File: src/rtl/regfile_param.sv
// Parametrised register file: one synchronous byte-masked write port and two combinational read ports.
// Optional hardwired-zero entry 0 and optional write-to-read bypass.
module regfile_param #(
    parameter int WIDTH     = 32,
    parameter int ADDR_BITS = 5,
    parameter int ZERO_REG  = 1,
    parameter int BYPASS    = 0
) (
    input  logic                   clk,
    input  logic                   reset_n,
    input  logic                   wrenable,
    input  logic [ADDR_BITS-1:0]   writeaddr,
    input  logic [WIDTH-1:0]       writedata,
    input  logic [WIDTH/8-1:0]     byteenable,
    input  logic [ADDR_BITS-1:0]   readaddr1,
    input  logic [ADDR_BITS-1:0]   readaddr2,
    output logic [WIDTH-1:0]       readdata1,
    output logic [WIDTH-1:0]       readdata2
);

    localparam int DEPTH  = 1 << ADDR_BITS;
    localparam int NBYTES = WIDTH / 8;
    localparam bit ZR     = (ZERO_REG != 0);
    localparam bit BP     = (BYPASS != 0);

    logic [WIDTH-1:0] mem_q [DEPTH];
    logic [WIDTH-1:0] mem_d [DEPTH];
    logic [WIDTH-1:0] wr_merged;
    logic             wr_live;

    assign wr_live = wrenable && reset_n;

    // Byte-merged value of the write target, shared by the array update and the bypass path.
    always_comb begin
        wr_merged = mem_q[writeaddr];
        for (int i = 0; i < NBYTES; i++) begin
            if (byteenable[i]) begin
                wr_merged[8*i +: 8] = writedata[8*i +: 8];
            end
        end
    end

    always_comb begin
        mem_d = mem_q;
        if (wrenable && !(ZR && writeaddr == '0)) begin
            mem_d[writeaddr] = wr_merged;
        end
    end

    always_ff @(posedge clk or negedge reset_n) begin
        if (!reset_n) begin
            for (int i = 0; i < DEPTH; i++) begin
                mem_q[i] <= '0;
            end
        end else begin
            mem_q <= mem_d;
        end
    end

    always_comb begin
        readdata1 = mem_q[readaddr1];
        if (BP && wr_live && readaddr1 == writeaddr) begin
            readdata1 = wr_merged;
        end
        if (ZR && readaddr1 == '0) begin
            readdata1 = '0;
        end
    end

    always_comb begin
        readdata2 = mem_q[readaddr2];
        if (BP && wr_live && readaddr2 == writeaddr) begin
            readdata2 = wr_merged;
        end
        if (ZR && readaddr2 == '0) begin
            readdata2 = '0;
        end
    end

endmodule

File: config.mk
export PLATFORM = sky130hd
export DESIGN_NAME = regfile_param
export DESIGN_NICKNAME = d
export VERILOG_FILES = /design/src/rtl/regfile_param.sv
export SDC_FILE = /design/constraint.sdc
export NUM_CORES = 2
export LEC_CHECK = 0
export CELL_PAD_IN_SITES_DETAIL_PLACEMENT = 2
export CELL_PAD_IN_SITES_GLOBAL_PLACEMENT = 2
export CORE_MARGIN = 4
export CORE_UTILIZATION = 47
export DETAILED_ROUTE_END_ITERATION = 12
export GPL_TIMING_DRIVEN = 0
export HOLD_SLACK_MARGIN = 0.15
export MAX_ROUTING_LAYER = met4
export PLACE_DENSITY_LB_ADDON = 0.15
export SYNTH_ARGS = -nofsm -noshare
export SYNTH_HDL_FRONTEND = slang
export SYNTH_SLANG_ARGS = --single-unit
File: constraint.sdc
create_clock -name clk -period 9.15 [get_ports clk]
set_input_delay 1.83 -clock clk [delete_from_list [all_inputs] [get_ports clk]]
set_output_delay 1.83 -clock clk [all_outputs]
set_load 0.01 [all_outputs]
======== Yosys cells after proc, flatten, opt, wreduce, memory -nomap -nowiden ========
Index checks and enable logic that the tools add are counted.
operators by class
  $lt $le $gt $ge ......................... 4
  multiplexer cells ....................... 18
  bitwise gates (word level) .............. 3
  reduce and logical (&&, ||, !) cells .... 6
operator list
  kind                                                                          number
  1024-bit bitwise mux                                                          1
  32-bit binary-select mux with 5-bit select                                    3
  32-bit 2-to-1 mux                                                             9
  32-bit demux with 5-bit select                                                1
  8-bit 2-to-1 mux                                                              4
  6-bit greater-or-equal comparator, second input constant                      3
  5-bit inverter with 6-bit output                                              3
  5-bit zero test                                                               3
  6-bit by 1-bit less-than comparator with 1-bit output, second input constant  1
  1-bit logical AND                                                             2
  1-bit zero test                                                               1
word-level totals
  register bits after elaboration ......... 1024
  bits of input ports ..................... 54
  logic and storage cells ................. 63

======== Longest topological paths before layout ========
  depth in word-level cells ............... 6
  gate-level depth with buffers ........... 12

======== Worst setup path before layout ========
No wires, ideal clock.
  path type ............................... input to output
  start point ............................. input readaddr2[0]
  end point ............................... output readdata2[21]
  arrival ................................. 3.727 ns
  required time ........................... 7.320 ns
  path slack .............................. 3.593 ns
  stages .................................. 7
  path buffers ............................ 3
  path through ............................ clkbuf_1 -> buf_2 -> buf_2 -> mux4_2 -> mux4_2 -> nand2_1 -> o21ai_0
on the way
  cells in the longest elaborated chain, start to end .. 5
  elaborated cells between the ends (all ways) .. 6
  those cells by class .................... mux: 4; bitwise: 1; reduce/logical: 1
RTL lines
  item                                                    RTL line  text
  from (decl)                                             16        input logic [ADDR_BITS-1:0] readaddr2,
  5-bit inverter with 6-bit output (not written as such)  71        readdata2 = mem_q[readaddr2];
  32-bit binary-select mux with 5-bit select              71
  32-bit 2-to-1 mux (not written as such) (2 in series)   71
  32-bit 2-to-1 mux (*)                                   75        if (ZR && readaddr2 == '0) begin
  to (decl)                                               18        output logic [WIDTH-1:0] readdata2
Mark *: on every way between the ends. The rest lies on a longest branch, timed or not. The select of a mux whose other input is x is not followed.

======== Worst setup path in the final report ========
  start point ............................. input readaddr1[1]
  end point ............................... output readdata1[5]
on the way
  cells in the longest elaborated chain, start to end .. 5
  elaborated cells between the ends (all ways) .. 6
  those cells by class .................... mux: 4; bitwise: 1; reduce/logical: 1
RTL lines
  item                                                    RTL line  text
  from (decl)                                             15        input logic [ADDR_BITS-1:0] readaddr1,
  5-bit inverter with 6-bit output (not written as such)  61        readdata1 = mem_q[readaddr1];
  32-bit binary-select mux with 5-bit select              61
  32-bit 2-to-1 mux (not written as such) (2 in series)   61
  32-bit 2-to-1 mux (*)                                   65        if (ZR && readaddr1 == '0) begin
  to (decl)                                               17        output logic [WIDTH-1:0] readdata1,
Marks and branches as above.

==> results.yml <==
clock_network:
  cts_tree: "yes"
  cts.path.max_buffers: 3
  cts-buffers-inserted: 119
  insertion_delay_ns: 0.79
  total_number_of_clock_tree_sinks: 1024
  post_cts_resized: 0
  cts.repair_timing.setup_buffer_count: 0
  clk_transition_reported_paths_ns: 0.06
  holdBufCountCts: 0
  htree_levels: 3
  cts_root_buffer: "sky130_fd_sc_hd__clkbuf_16"
detailed_routing:
  via_count: 58000
  vias_per_cell: 7.81
  first_iter_violations: 10100
  avgRoutedWirePerCell_um: 50.3
  drc_errors: 0
  drt_pass1_iterations: 9
  drt-total-wl_um: 373000
  ant_nets: 0
synth:
  yosys_warnings: 0
  synth_flop_cell: "sky130_fd_sc_hd__dfrtp_1"
  sequential_element_share_of_the_synthesized_area: 0.421
  avgSynthCellArea_um2: 11.4
  post_synth_instance_area_um2: 60800
  synth_fp_nets: 5374
  synth-async-reset-ratio: 1.00
  synth-seq-cells: 1024
  post_synth_inst_count: 5320
  synth-edff-count: 0
  netlist-cell-type-count: 54
floorplanning:
  coreArea_um2: 128000
  die_h_um: 368
  die_area_um2: 135000
  die_width_um: 368
  top_level_ports: 118
  initial_core_util: 0.475
  fp-row-count: 131
grt:
  via_count_of_the_first_global_routing_pass: 59800
  grt_util_all_layers: 0.565
  first_pass_grt_wire_length_um: 506000
  antenna_found_initial: 31
  global_route.overflow_total: 0
  grt_start_max_net_pins: 170
sta:
  maxSlewViolCount: 47
  clock_period_minus_worst_slack_ns: 8.72
  fin_skew_ns: 0.0217
  slew_headroom: -0.0499
  setup_tns_ns: 0
  finalSetupViolations: 0
  worst_slew_pin_slew_ns: 1.57
  setup_repair_after_global_routing_missed_its_margin: "false"
  fin_crit_sh: 0.953
  highest_clock_rate_mhz: 115
  timing.final.hold_violations: 0
finish:
  filler_cell_count: 12500
  area_delta_synth_final_pct: 12.4
  regMostFlops: "mem_q"
  finalNonFillerCells: 7422
  share_of_layout_cells_above_drive_strength_1: 0.233
  biggestRegsByFlops: "mem_q x1024"
  largest_reg_flops: 1024
  final_stage_net_count: 5615
power_and_ir_drop:
  power.density_nw_per_um2: 234
  vdd.ir_drop.worst_v: 0.000181
  p_leak_uw: 0.0286
run_status:
  violations_in_the_final_reports: "capacitance limit, slew limit"
  outcome: "finished with violations"
hold_path:
  worst_hold_path.num_cells: 1
  hold_class: "reg -> reg"
worst_setup_path:
  critical_path.n_buffers_inverters: 4
  worst_ep_required_time_ns: 7.32
  worst_ep_arrival_time_ns: 6.89
  worst-path-max-fanout: 11
  worstSetupPathType: "in -> out"
  critical_path.slowest_cell: "sky130_fd_sc_hd__clkbuf_1"
  crit_path_depth: 8
  critical-path-top-delay-family: "buffers and inverters"
  path_cells: "clkbuf_1 -> clkbuf_2 -> clkbuf_1 -> mux4_2 -> mux4_2 -> nand2_1 -> o21ai_0 -> clkdlybuf4s50_1"
  timing.critical_path.from_type: "input port"
  critical-path-max-stage-delay_ns: 1.18
  worst_reg_to_reg_cells: 7
  worstSetupEndpointType: "output port"
placement:
  detailedPlacementHpwl_um: 271000
  placedCellCount: 7166
  gp_routability_congestion: 1.09
  portBuffers: 108
run:
  max-cap-violations: 6
path summary, 6_finish.rpt:
path,to,slack [ns],start
setup / recovery,readdata1[5],0.43,readaddr1[1]
setup reg to reg,mem_q[363],5.98,mem_q[811]
hold / removal,mem_q[1009],0.51,mem_q[1009]
min in group asynchronous,mem_q[892],0.91,reset_n
max in group asynchronous,mem_q[34],6.06,reset_n
hold reg to reg,mem_q[1009],0.51,mem_q[1009]
layer usage:
| metal | global-route usage | share of wire | vias up | wire (µm) |
|---|---|---|---|---|
| met5 | - | 0 | - | 0 |
| li1 | - | - | 20300 | - |
| met1 | 0.634 | 0.33 | 30600 | 123000 |
| met3 | 0.245 | 0.14 | 1879 | 51700 |
| met4 | 0.509 | 0.12 | 0 | 46300 |
| met2 | 0.757 | 0.41 | 5267 | 152000 |
area by class of cell:
class,instances,area [µm²],area share
timing repair buffer,120,1370,0.0201
clock inverter,43,362,0.00529
sequential,1024,25600,0.375
multi-input combinational,3650,32300,0.472
inverter,70,263,0.00384
antenna,32,80.1,0.00117
tap,1729,2160,0.0317
buffer,576,2680,0.0392
clock buffer,178,3520,0.0515
stage by stage:
stage | util | hold WS (ns) | total power [µW] | setup WS, ns | instance area (µm²)
after floorplan | - | 0.455 | 8410 | 3.59 | 60800
after global placement | 0.500 | 0.472 | 10300 | -42.51 | 64100
after detailed placement | 0.503 | 0.491 | 10600 | 1.03 | 64300
after CTS | 0.533 | 0.505 | 15600 | 1.00 | 68200
after global routing | 0.534 | 0.534 | 16200 | 0.767 | 68300
final | 0.534 | 0.507 | 16000 | 0.430 | 68300
cells in the final DEF, fill, tap and decap left out, drive strengths merged, types with 32 or more instances in the layout:
cell / instances
o21ai: 1106
diode: 32
buf: 238
inv: 72
a21oi: 36
nand3: 44
clkdlybuf4s50: 107
mux4: 742
o22ai: 44
a22oi: 103
nand2: 1137
dfrtp: 1024
clkbuf: 529
mux2i: 304
synth_stat cells, types with 5 or more instances:
master	count	area, µm²
sky130_fd_sc_hd__a22oi_1	103	773
sky130_fd_sc_hd__buf_2	155	776
sky130_fd_sc_hd__inv_1	69	259
sky130_fd_sc_hd__nand2_1	1107	4160
sky130_fd_sc_hd__nor2b_1	7	43.8
sky130_fd_sc_hd__dfrtp_1	1024	25600
sky130_fd_sc_hd__o21ai_0	956	4780
sky130_fd_sc_hd__nand4_1	23	144
sky130_fd_sc_hd__nand2_2	30	188
sky130_fd_sc_hd__nand2b_1	9	56.3
sky130_fd_sc_hd__nor4_1	8	50.1
sky130_fd_sc_hd__nand3_1	39	195
sky130_fd_sc_hd__mux4_2	738	16600
sky130_fd_sc_hd__o21ai_2	49	429
sky130_fd_sc_hd__buf_1	31	116
sky130_fd_sc_hd__nand3_2	5	50.1
sky130_fd_sc_hd__and3_1	5	31.3
sky130_fd_sc_hd__clkbuf_2	66	330
sky130_fd_sc_hd__o221ai_1	9	78.8
sky130_fd_sc_hd__buf_6	13	146
sky130_fd_sc_hd__o21ai_1	101	505
sky130_fd_sc_hd__nor2_1	22	82.6
sky130_fd_sc_hd__clkbuf_1	285	1070
sky130_fd_sc_hd__mux2i_1	304	3040
sky130_fd_sc_hd__buf_4	23	173
sky130_fd_sc_hd__o22ai_1	41	257
sky130_fd_sc_hd__nor3_1	5	25.0
sky130_fd_sc_hd__a21oi_1	36	180
report_power, final:
part           total, µW  switching, µW  internal (µW)
combinational       4570           2760           1810
sequential          6420           1060           5350
clock               4980           2220           2760
kinds of logic (layout without fill, tap and decap cells):
kind of cell | after synthesis | in the layout | share of synthesized area
DFF | 1024 | 1024 | 0.421
muxes | 1050 | 1050 | 0.326
other | 0 | 32 | 0
AOI/OAI and AO/OA | 1309 | 1309 | 0.117
buffers and inverters | 646 | 987 | 0.0481
and+or+nand+nor | 1291 | 1291 | 0.0874
Power figures use the tool's default switching activity.
